===== config.mk =====
export PLATFORM = sky130hd
export DESIGN_NAME = mem_access_unit
export DESIGN_NICKNAME = d
export VERILOG_FILES = /design/src/rtl/mem_access_unit_pkg.sv /design/src/rtl/mem_ldext.sv /design/src/rtl/mem_access_unit.sv
export SDC_FILE = /design/constraint.sdc
export NUM_CORES = 1
export LEC_CHECK = 0
export CORE_MARGIN = 2
export CORE_UTILIZATION = 47
export CTS_CLUSTER_SIZE = 14
export DETAILED_ROUTE_END_ITERATION = 12
export GPL_ROUTABILITY_DRIVEN = 0
export HOLD_SLACK_MARGIN = 0.15
export PLACE_DENSITY = 0.89
export SETUP_SLACK_MARGIN = 0.4
export SLEW_MARGIN = 0
export SYNTH_ARGS = -nofsm -noshare
export SYNTH_HDL_FRONTEND = slang
export SYNTH_HIERARCHICAL = 1
export SYNTH_SLANG_ARGS = --single-unit

===== constraint.sdc =====
create_clock -name clk -period 2.6 [get_ports clk]
set_input_delay 0.52 -clock clk [delete_from_list [all_inputs] [get_ports clk]]
set_output_delay 0.52 -clock clk [all_outputs]
set_load 0.05 [all_outputs]

===== src/rtl/mem_access_unit_pkg.sv =====
`default_nettype none
// ============================================================================
// Module      : mem_access_unit_pkg
// Description : Shared constants and helpers for the data-side memory access
//               unit. It holds the load/store op codes, the bus size codes, the
//               FSM state encoding, and the alignment and size helpers.
// Revision    : 1.0  initial release
// ============================================================================
package mem_access_unit_pkg;

   // Load/store op codes carried on mem_op_i
   localparam logic [2:0] c_OP_LB  = 3'd0;
   localparam logic [2:0] c_OP_LBU = 3'd1;
   localparam logic [2:0] c_OP_LH  = 3'd2;
   localparam logic [2:0] c_OP_LHU = 3'd3;
   localparam logic [2:0] c_OP_LW  = 3'd4;
   localparam logic [2:0] c_OP_SB  = 3'd5;
   localparam logic [2:0] c_OP_SH  = 3'd6;
   localparam logic [2:0] c_OP_SW  = 3'd7;

   // Bus transfer size codes carried on data_size
   localparam logic [1:0] c_SIZE_BYTE = 2'd0;
   localparam logic [1:0] c_SIZE_HALF = 2'd1;
   localparam logic [1:0] c_SIZE_WORD = 2'd2;

   typedef enum logic [2:0] {
      S_IDLE  = 3'd0,
      S_REQ   = 3'd1,
      S_WAIT  = 3'd2,
      S_DONE  = 3'd3,
      S_DRAIN = 3'd4
   } state_e;

   function automatic logic isStoreOp(input logic [2:0] op);
      return (op == c_OP_SB) || (op == c_OP_SH) || (op == c_OP_SW);
   endfunction

   // Halfword ops need an even address; word ops need a word-aligned address.
   function automatic logic isMisaligned(input logic [2:0] op, input logic [1:0] offset);
      logic halfOp;
      logic wordOp;
      halfOp = (op == c_OP_LH) || (op == c_OP_LHU) || (op == c_OP_SH);
      wordOp = (op == c_OP_LW) || (op == c_OP_SW);
      return (halfOp && offset[0]) || (wordOp && (offset != 2'b00));
   endfunction

   function automatic logic [1:0] opSize(input logic [2:0] op);
      case (op)
         c_OP_LB, c_OP_LBU, c_OP_SB: return c_SIZE_BYTE;
         c_OP_LH, c_OP_LHU, c_OP_SH: return c_SIZE_HALF;
         default:                    return c_SIZE_WORD;
      endcase
   endfunction

endpackage
`default_nettype wire


===== src/rtl/mem_ldext.sv =====
`default_nettype none
// ============================================================================
// Module      : mem_ldext
// Description : Combinational load formatter. It selects a byte or halfword
//               from the raw bus word by byte offset, then sign- or
//               zero-extends it according to the load op.
// Ports       : op     in  3   load op code
//               offset in  2   byte offset of the access (address bits 1:0)
//               raw    in  32  raw word returned by the bus
//               ext    out 32  extended load result
// Revision    : 1.0  initial release
// ============================================================================
module mem_ldext
   import mem_access_unit_pkg::*;
(
   input  logic [2:0]  op,
   input  logic [1:0]  offset,
   input  logic [31:0] raw,
   output logic [31:0] ext
);

   logic [7:0]  w_byte;
   logic [15:0] w_half;

   always_comb begin
      case (offset)
         2'd0:    w_byte = raw[7:0];
         2'd1:    w_byte = raw[15:8];
         2'd2:    w_byte = raw[23:16];
         default: w_byte = raw[31:24];
      endcase
      w_half = offset[1] ? raw[31:16] : raw[15:0];

      case (op)
         c_OP_LB:  ext = {{24{w_byte[7]}}, w_byte};
         c_OP_LBU: ext = {24'h000000, w_byte};
         c_OP_LH:  ext = {{16{w_half[15]}}, w_half};
         c_OP_LHU: ext = {16'h0000, w_half};
         default:  ext = raw;
      endcase
   end

endmodule
`default_nettype wire


===== src/rtl/mem_access_unit.sv =====
`default_nettype none
// ============================================================================
// Module      : mem_access_unit
// Description : Data-side memory access unit. It turns a MEM-stage load/store
//               into a two-phase bus transaction (address handshake, then data
//               handshake) and checks alignment. It stalls the pipeline until
//               the access completes and returns the extended load data.
// Ports       : clk, rst (async, active low)
//               mem_en_i, mem_op_i, addr_i, wdata_i, flush_i   pipeline side
//               rdata_o, stall_o, adel_o, ades_o, badvaddr_o    pipeline side
//               data_req/wr/size/addr/wdata/wstrb               bus request
//               data_addr_ok, data_data_ok, data_rdata          bus response
// Revision    : 1.0  initial release
// ============================================================================
module mem_access_unit
   import mem_access_unit_pkg::*;
(
   input  logic        clk,
   input  logic        rst,
   input  logic        mem_en_i,
   input  logic [2:0]  mem_op_i,
   input  logic [31:0] addr_i,
   input  logic [31:0] wdata_i,
   input  logic        flush_i,
   output logic [31:0] rdata_o,
   output logic        stall_o,
   output logic        adel_o,
   output logic        ades_o,
   output logic [31:0] badvaddr_o,
   output logic        data_req,
   output logic        data_wr,
   output logic [1:0]  data_size,
   output logic [31:0] data_addr,
   output logic [31:0] data_wdata,
   output logic [3:0]  data_wstrb,
   input  logic        data_addr_ok,
   input  logic        data_data_ok,
   input  logic [31:0] data_rdata
);

   state_e      r_state;
   state_e      w_nextState;
   logic        r_addrPending;
   logic        w_nextPending;
   logic [31:0] r_reqAddr;
   logic [31:0] r_reqWdata;
   logic [3:0]  r_reqWstrb;
   logic [1:0]  r_reqSize;
   logic        r_reqWr;
   logic [2:0]  r_reqOp;
   logic [31:0] r_rdata;

   logic        w_isStore;
   logic        w_misaligned;
   logic        w_validAccess;
   logic        w_issue;
   logic        w_req;
   logic        w_capture;
   logic [31:0] w_fmtWdata;
   logic [3:0]  w_fmtWstrb;
   logic [1:0]  w_fmtSize;
   logic [31:0] w_ldExt;

   assign w_isStore     = isStoreOp(mem_op_i);
   assign w_misaligned  = isMisaligned(mem_op_i, addr_i[1:0]);
   assign w_validAccess = mem_en_i && !w_misaligned;

   // Store formatting: replicate narrow data across the word so the bus can
   // pick any lane, and let the strobes say which lanes are written.
   always_comb begin
      w_fmtSize  = opSize(mem_op_i);
      w_fmtWdata = 32'h0000_0000;
      w_fmtWstrb = 4'b0000;
      case (mem_op_i)
         c_OP_SB: begin
            w_fmtWdata = {4{wdata_i[7:0]}};
            w_fmtWstrb = 4'b0001 << addr_i[1:0];
         end
         c_OP_SH: begin
            w_fmtWdata = {2{wdata_i[15:0]}};
            w_fmtWstrb = addr_i[1] ? 4'b1100 : 4'b0011;
         end
         c_OP_SW: begin
            w_fmtWdata = wdata_i;
            w_fmtWstrb = 4'b1111;
         end
         default: ;
      endcase
   end

   // Next-state and handshake control. r_addrPending tracks "address phase
   // not yet accepted" so DRAIN knows whether it must keep requesting.
   always_comb begin
      w_nextState   = r_state;
      w_nextPending = 1'b0;
      w_issue       = 1'b0;
      w_req         = 1'b0;
      w_capture     = 1'b0;
      case (r_state)
         S_IDLE: begin
            if (w_validAccess && !flush_i) begin
               w_issue       = 1'b1;
               w_req         = 1'b1;
               w_nextPending = !data_addr_ok;
               w_nextState   = data_addr_ok ? S_WAIT : S_REQ;
            end
         end
         S_REQ: begin
            // Once raised, the request stays up until accepted, even across a flush.
            w_req         = 1'b1;
            w_nextPending = !data_addr_ok;
            if (flush_i)
               w_nextState = S_DRAIN;
            else if (data_addr_ok)
               w_nextState = S_WAIT;
         end
         S_WAIT: begin
            if (data_data_ok) begin
               w_capture   = !flush_i && !r_reqWr;
               w_nextState = flush_i ? S_IDLE : S_DONE;
            end else if (flush_i) begin
               w_nextState = S_DRAIN;
            end
         end
         S_DONE: w_nextState = S_IDLE;
         S_DRAIN: begin
            w_req         = r_addrPending;
            w_nextPending = r_addrPending && !data_addr_ok;
            if (!r_addrPending && data_data_ok)
               w_nextState = S_IDLE;
         end
         default: w_nextState = S_IDLE;
      endcase
   end

   mem_ldext u_ldext (
      .op     (r_reqOp),
      .offset (r_reqAddr[1:0]),
      .raw    (data_rdata),
      .ext    (w_ldExt)
   );

   always_ff @(posedge clk or negedge rst) begin
      if (!rst) begin
         r_state       <= S_IDLE;
         r_addrPending <= 1'b0;
         r_reqAddr     <= 32'h0000_0000;
         r_reqWdata    <= 32'h0000_0000;
         r_reqWstrb    <= 4'b0000;
         r_reqSize     <= 2'b00;
         r_reqWr       <= 1'b0;
         r_reqOp       <= 3'd0;
         r_rdata       <= 32'h0000_0000;
      end else begin
         r_state       <= w_nextState;
         r_addrPending <= w_nextPending;
         if (w_issue) begin
            r_reqAddr  <= addr_i;
            r_reqWdata <= w_fmtWdata;
            r_reqWstrb <= w_fmtWstrb;
            r_reqSize  <= w_fmtSize;
            r_reqWr    <= w_isStore;
            r_reqOp    <= mem_op_i;
         end
         if (w_capture)
            r_rdata <= w_ldExt;
      end
   end

   // In the issue cycle the request is driven straight from the inputs; after
   // that it comes from the latched copy so input changes cannot disturb it.
   assign data_req   = w_req;
   assign data_wr    = w_req && (w_issue ? w_isStore : r_reqWr);
   assign data_size  = w_req ? (w_issue ? w_fmtSize  : r_reqSize)  : 2'b00;
   assign data_addr  = w_req ? (w_issue ? addr_i     : r_reqAddr)  : 32'h0000_0000;
   assign data_wdata = w_req ? (w_issue ? w_fmtWdata : r_reqWdata) : 32'h0000_0000;
   assign data_wstrb = w_req ? (w_issue ? w_fmtWstrb : r_reqWstrb) : 4'b0000;

   assign stall_o    = w_validAccess && !flush_i && (r_state != S_DONE);
   assign adel_o     = mem_en_i && w_misaligned && !w_isStore;
   assign ades_o     = mem_en_i && w_misaligned && w_isStore;
   assign badvaddr_o = addr_i;
   assign rdata_o    = r_rdata;

endmodule
`default_nettype wire


; ---- Word-level counts from Yosys, hierarchy flattened
; Index checks and enable logic that the tools add are counted.
[word_totals]
in_bits = 105
wordCells = 94
out_inout_bits = 139
ff_bits = 110
[op_classes]
mux = 32
eq_ne = 20
shift = 1
n_reduce_logical = 32
[ops]
columns = operator, count
row1 = two-way mux 32 bit, 4
row2 = case mux 32 bit (4 select lines), 1
row3 = case mux 32 bit (3 select lines), 1
row4 = case mux 8 bit (3 select lines), 1
row5 = two-way mux 3 bit, 6
row6 = two-way mux 16 bit, 1
row7 = "== test 3 x 2 -> 1 bit, second input constant", 5
row8 = "== test 3 bit, second input constant", 5
row9 = logical AND 1 bit, 12
row10 = two-way mux 4 bit, 3
row11 = case mux 3 bit (4 select lines), 1
row12 = case mux 4 bit (3 select lines), 1
row13 = "== test 3 x 1 -> 1 bit, second input constant", 3
row14 = zero test 3 bit, 3
row15 = two-way mux 2 bit, 4
row16 = zero test 1 bit, 6
row17 = logical OR 1 bit, 6
row18 = two-way mux 1 bit, 6
row19 = "!= test 3 bit, second input constant", 2
row20 = case mux 1 bit (3 select lines), 2
row21 = OR reduction 3 bit, 2
row22 = "!= test 2 bit, second input constant", 2
row23 = case mux 2 bit (2 select lines), 1
row24 = AND reduction 4 bit, 1
row25 = other kinds (6), 6

; ---- Longest topological paths before layout
[logic_depth]
word_depth = 12
mapped_depth = 8
depth_no_buf = 5

; ---- Hierarchy
; Netlist, hierarchy kept.
[by_module_without_submodules]
columns = module, seq_area_each_um2, instances, cells_per_inst, area_each_um2
row1 = mem_access_unit, 2752.6, 1, 646, 6198.4
row2 = mem_ldext, 0.0, 1, 132, 1039.7

; ---- Least setup slack after synthesis
; No wires, ideal clock.
[synth_path]
path_kind = input to output
start = in addr_i[1]
end = out stall_o
cell_stages = 7
arrival_ns = 2.687
path_buffers = 3
path_slack_ns = -0.607
required_time_ns = 2.080
path_cell_list = buf_6 nor2b_1 o211ai_2 nand4_2 buf_2 clkbuf_1 a211oi_1
[synth_between]
elab_chain_len = 7
[synth_rtl]
columns = element, line_no
row1 = start: declaration, mem_access_unit.sv:22  ; input logic [31:0] addr_i,
row2 = nonzero test 2 bit, mem_access_unit_pkg.sv:44  ; return (halfOp && offset[0]) || (wordOp && (offset != 2'b00));
row3 = logical AND 1 bit, mem_access_unit_pkg.sv:44
row4 = logical OR 1 bit, mem_access_unit_pkg.sv:44
row5 = zero test 1 bit, mem_access_unit.sv:66  ; assign w_validAccess = mem_en_i && !w_misaligned;
row6 = logical AND 1 bit, mem_access_unit.sv:66
row7 = logical AND 1 bit (2 in series), mem_access_unit.sv:179  ; assign stall_o = w_validAccess && !flush_i && (r_state != S_DONE);
row8 = end: declaration, mem_access_unit.sv:26  ; output logic stall_o,
; Every way passes these cells.

; ---- Final worst setup path
[layout_path]
start = in mem_op_i[1]
end = out data_wdata[30]
[layout_between]
elab_chain_len = 12
elab_cells_between_ends = 21
classes_between = eq/ne: 6 / mux: 6 / reduce/logical: 9
[layout_rtl]
columns = element, line_no
row1 = start: declaration, mem_access_unit.sv:21  ; input logic [2:0] mem_op_i,
row2 = == test 3 x 2 -> 1 bit, mem_access_unit_pkg.sv:42  ; halfOp = (op == c_OP_LH) || (op == c_OP_LHU) || (op == c_OP_SH);
row3 = logical OR 1 bit (2 in series), mem_access_unit_pkg.sv:42
row4 = logical AND 1 bit, mem_access_unit_pkg.sv:44
row5 = logical OR 1 bit, mem_access_unit_pkg.sv:44
row6 = zero test 1 bit, mem_access_unit.sv:66
row7 = logical AND 1 bit, mem_access_unit.sv:66
row8 = logical AND 1 bit, mem_access_unit.sv:101  ; if (w_validAccess && !flush_i) begin
row9 = two-way mux 1 bit, mem_access_unit.sv:101
row10 = two-way mux 1 bit, mem_access_unit.sv:99  ; case (r_state)
row11 = two-way mux 32 bit, n/a
row12 = two-way mux 32 bit *, mem_access_unit.sv:176  ; assign data_wdata = w_req ? (w_issue ? w_fmtWdata : r_reqWdata) : 32'h0000_0000;
row13 = end: declaration, mem_access_unit.sv:34  ; output logic [31:0] data_wdata,
; Every way passes the cells marked *; elsewhere a longest branch is shown, timed or not.

==> impl_metrics.py <==
metrics = {
    "drt": {
        "vias": 8848,
        "drt_first_pass_iters": 6,
        "dr.first_iter.drc_count": 1487,
        "wl_per_cell_um": 30.7,
        "ant_nets": 0,
        "avgViaCountPerCell": 7.06,
        "drc": 0,
        "wl_mm": 38.4,
    },
    "clock_network": {
        "max-clock-path-buffers": 2,
        "cts_tree": "built",
        "cts.sinks": 110,
        "cts-root-buf": "clkbuf_16",
        "clk_latency_ps": 370,
        "cts_buffers": 9,
        "cts_max_level": 3,
        "clk_pin_slew_ps": 70,
    },
    "global_route": {
        "overflow": 0,
        "grt_pass1_wl_mm": 49.3,
        "antenna_found_initial": 0,
        "track_usage_pct": 39.8,
        "grt_pass1_vias": 8458,
        "grt_max_degree": 111,
    },
    "sta": {
        "setup_ws_ps": -358,
        "fmax_mhz": 338,
        "period_needed_ps": 2960,
        "period_share_pct": 114,
        "fin_skew_ps": 21.6,
        "hold_viol": 0,
        "setup_tns_ps": -15560,
        "maxSlewViolCount": 0,
        "grt_setup_unrepaired": "true",
        "max_slew_margin_pct": 56.5,
        "tightest_slew_ps": 652,
        "setup_viol_count_final": 72,
    },
    "synth": {
        "synth_area_um2": 7240,
        "yosysUniqueCellTypes": 43,
        "yosys_warnings": 6,
        "synth-edff-count": 0,
        "ys.flop_type": "dfrtp_1",
        "syn_nets": 883,
        "synth.avg_cell_area_um2": 9.30,
        "synthArstFlopShare_pct": 100,
        "synth_area_leaders": "dfrtp_1 (38%), a21oi_1 (7.6%), nor3_2 (7.3%)",
        "syn_inst": 778,
        "yosys.area.top_type_share_pct": 38.0,
        "ys_seq_elements": 110,
        "synth.largest_area_cell": "dfrtp_1",
        "yosysSeqAreaShare_pct": 38.0,
    },
    "finish": {
        "fin_nets": 1166,
        "area.growth.synth_to_final_pct": 80.5,
        "drive_gt1_share_pct": 47.1,
        "diodes": 0,
    },
    "pwr": {
        "seq_power_share_pct": 24.9,
        "switchingPower_w": 0.00532,
        "swShare_pct": 47.9,
        "powerDensity_nw_per_um2": 850,
        "peakVddDrop_uv": 473,
        "intPower_w": 0.00579,
        "leakagePower_nw": 5.09,
        "pwr-share-clk_pct": 12.5,
        "pwr-share-comb_pct": 62.6,
    },
    "status": {
        "run_status": "finished with violations",
        "violations": "negative setup slack",
    },
    "worst_setup_path": {
        "cp_max_fo": 11,
        "crit_required_ps": 2080,
        "path_class": "input port to output pin",
        "worstPathArrival_ps": 2440,
        "setup.worst_path.start_class": "input port",
        "endpoint_kind": "output pin",
    },
    "floorplan": {
        "start_util_pct": 47.8,
        "dieWidth_um": 128,
        "core-area_um2": 15100,
        "fp.dieArea_um2": 16400,
        "io_pins": 244,
        "row_count": 45,
        "die_h_um": 128,
    },
    "place": {
        "dp_hpwl_mm": 17.9,
        "portBuffers": 243,
        "pre_cts_slack_ps": -535,
    },
    "job": {
        "max_cap_viol_count": 0,
    },
    "hold_path": {
        "hold_path_class": "input port to async pin",
    },
}
cell usage in the layout, fill, tap and decap left out, types with 33 or more instances in the layout:
cell type	instances
clkdlybuf4s50_1	127
buf_4	119
dfrtp_1	108
buf_12	95
nor2_1	69
nor3_4	62
a21oi_1	58
nor2b_1	44
a21oi_2	40
nor3_2	39
mux2_2	34
nand2_1	33
area by class of cell:
cell class / instances / area [um2]
Multi-Input combinational cell: 554 / 4960
Fill cell: 573 / 2080
Clock inverter: 4 / 32.5
Timing Repair Buffer: 379 / 4810
Clock buffer: 12 / 236
Sequential cell: 110 / 2760
Tap cell: 188 / 235
Inverter: 7 / 30.0
flip-flops by register name, summed over array words and instances, names as in the netlist:
name / flops
rdata_o: 32
r_reqWstrb: 4
r_reqSize: 2
r_state: 3
r_reqWdata: 32
r_addrPending: 1
r_reqWr: 1
r_reqOp: 3
r_reqAddr: 32
worst paths after layout:
kind | start | end | slack, ps | cells past startpoint
max | mem_op_i[1] | data_wdata[30] | -360 | 9
min reg2reg | rdata_o[27] | rdata_o[27] | 510 | 1
max in group asynchronous | rst | r_reqWdata[22] | 1890 | 2
min | rst | rdata_o[28] | 210 | 2
min in group clk | rdata_o[27] | rdata_o[27] | 510 | 1
max reg2reg | r_state[2] | r_reqWdata[6] | 590 | 10
power groups by stage:
stage,Clock (W),Combinational [W],Sequential (W)
2_1_floorplan,0,0.00316,0.00324
3_3_place_gp,0,0.00571,0.00259
3_5_place_dp,0,0.00586,0.00263
4_1_cts,0.00134,0.00630,0.00263
5_1_grt,0.00146,0.00711,0.00280
6_report,0.00139,0.00696,0.00276
stage by stage:
step | cell area (um2) | hold WS, ps | utilization, % | instances | total power, W
6_report | 13100 | 208 | 86.3 | 1254 | 0.0111
5_1_grt | 13100 | 285 | 86.3 | 1254 | 0.0114
4_1_cts | 12500 | 274 | 82.3 | 1239 | 0.0103
3_5_place_dp | 11300 | 492 | 74.4 | 1192 | 0.00849
3_3_place_gp | 11300 | 486 | 74.4 | 1192 | 0.00830
2_1_floorplan | 7810 | 224 | - | 778 | 0.00639
cells by family (layout without fill, tap and decap cells):
logic type,after synthesis,count (layout),synth area share [%]
buffers and inverters,114,402,9.46
AOI/OAI and AO/OA,212,212,19.3
DFF,110,110,38.0
and+or+nand+nor,282,282,22.7
muxes,60,60,10.6
synthesized netlist by cell type, types with 4 or more instances:
| library cell | n |
|---|---|
| a211oi_1 | 14 |
| a211oi_2 | 16 |
| a21oi_1 | 110 |
| a221oi_1 | 4 |
| and2_1 | 8 |
| buf_2 | 22 |
| buf_4 | 35 |
| buf_6 | 13 |
| clkbuf_1 | 35 |
| dfrtp_1 | 110 |
| inv_1 | 7 |
| mux2_2 | 34 |
| mux2i_1 | 17 |
| mux4_1 | 7 |
| nand2_1 | 35 |
| nor2_1 | 73 |
| nor2b_1 | 46 |
| nor3_1 | 52 |
| nor3_2 | 53 |
| o21ai_0 | 18 |
| o221ai_2 | 4 |
| o22ai_1 | 28 |
| o2bb2ai_1 | 8 |
timing repair:
item / CTS / global route
buffers inserted: 17 / 8
gates cloned: 14 / 7
gates resized for setup: 105 / 83
pin swaps: 78 / 58
setup endpoints to repair: 102 / 74
hold buffers: 0 / 0
critical path, cell delays in order:
cell	delay, ps
buf_2	140
buf_4	150
buf_4	190
and2_1	210
o21ai_0	490
a21oi_1	160
nor3_2	300
nor3_4	100
buf_12	170
per-layer routing:
metal,GRT usage (%),wire length [um],up-vias,share of wire [%]
met5,0,0,-,0
met4,25.8,3510,0,9.1
met3,10.9,5280,334,14
met2,61.8,17200,995,45
met1,48.9,12400,4190,32
li1,-,-,3329,-
(Power assumes the default switching activity.)
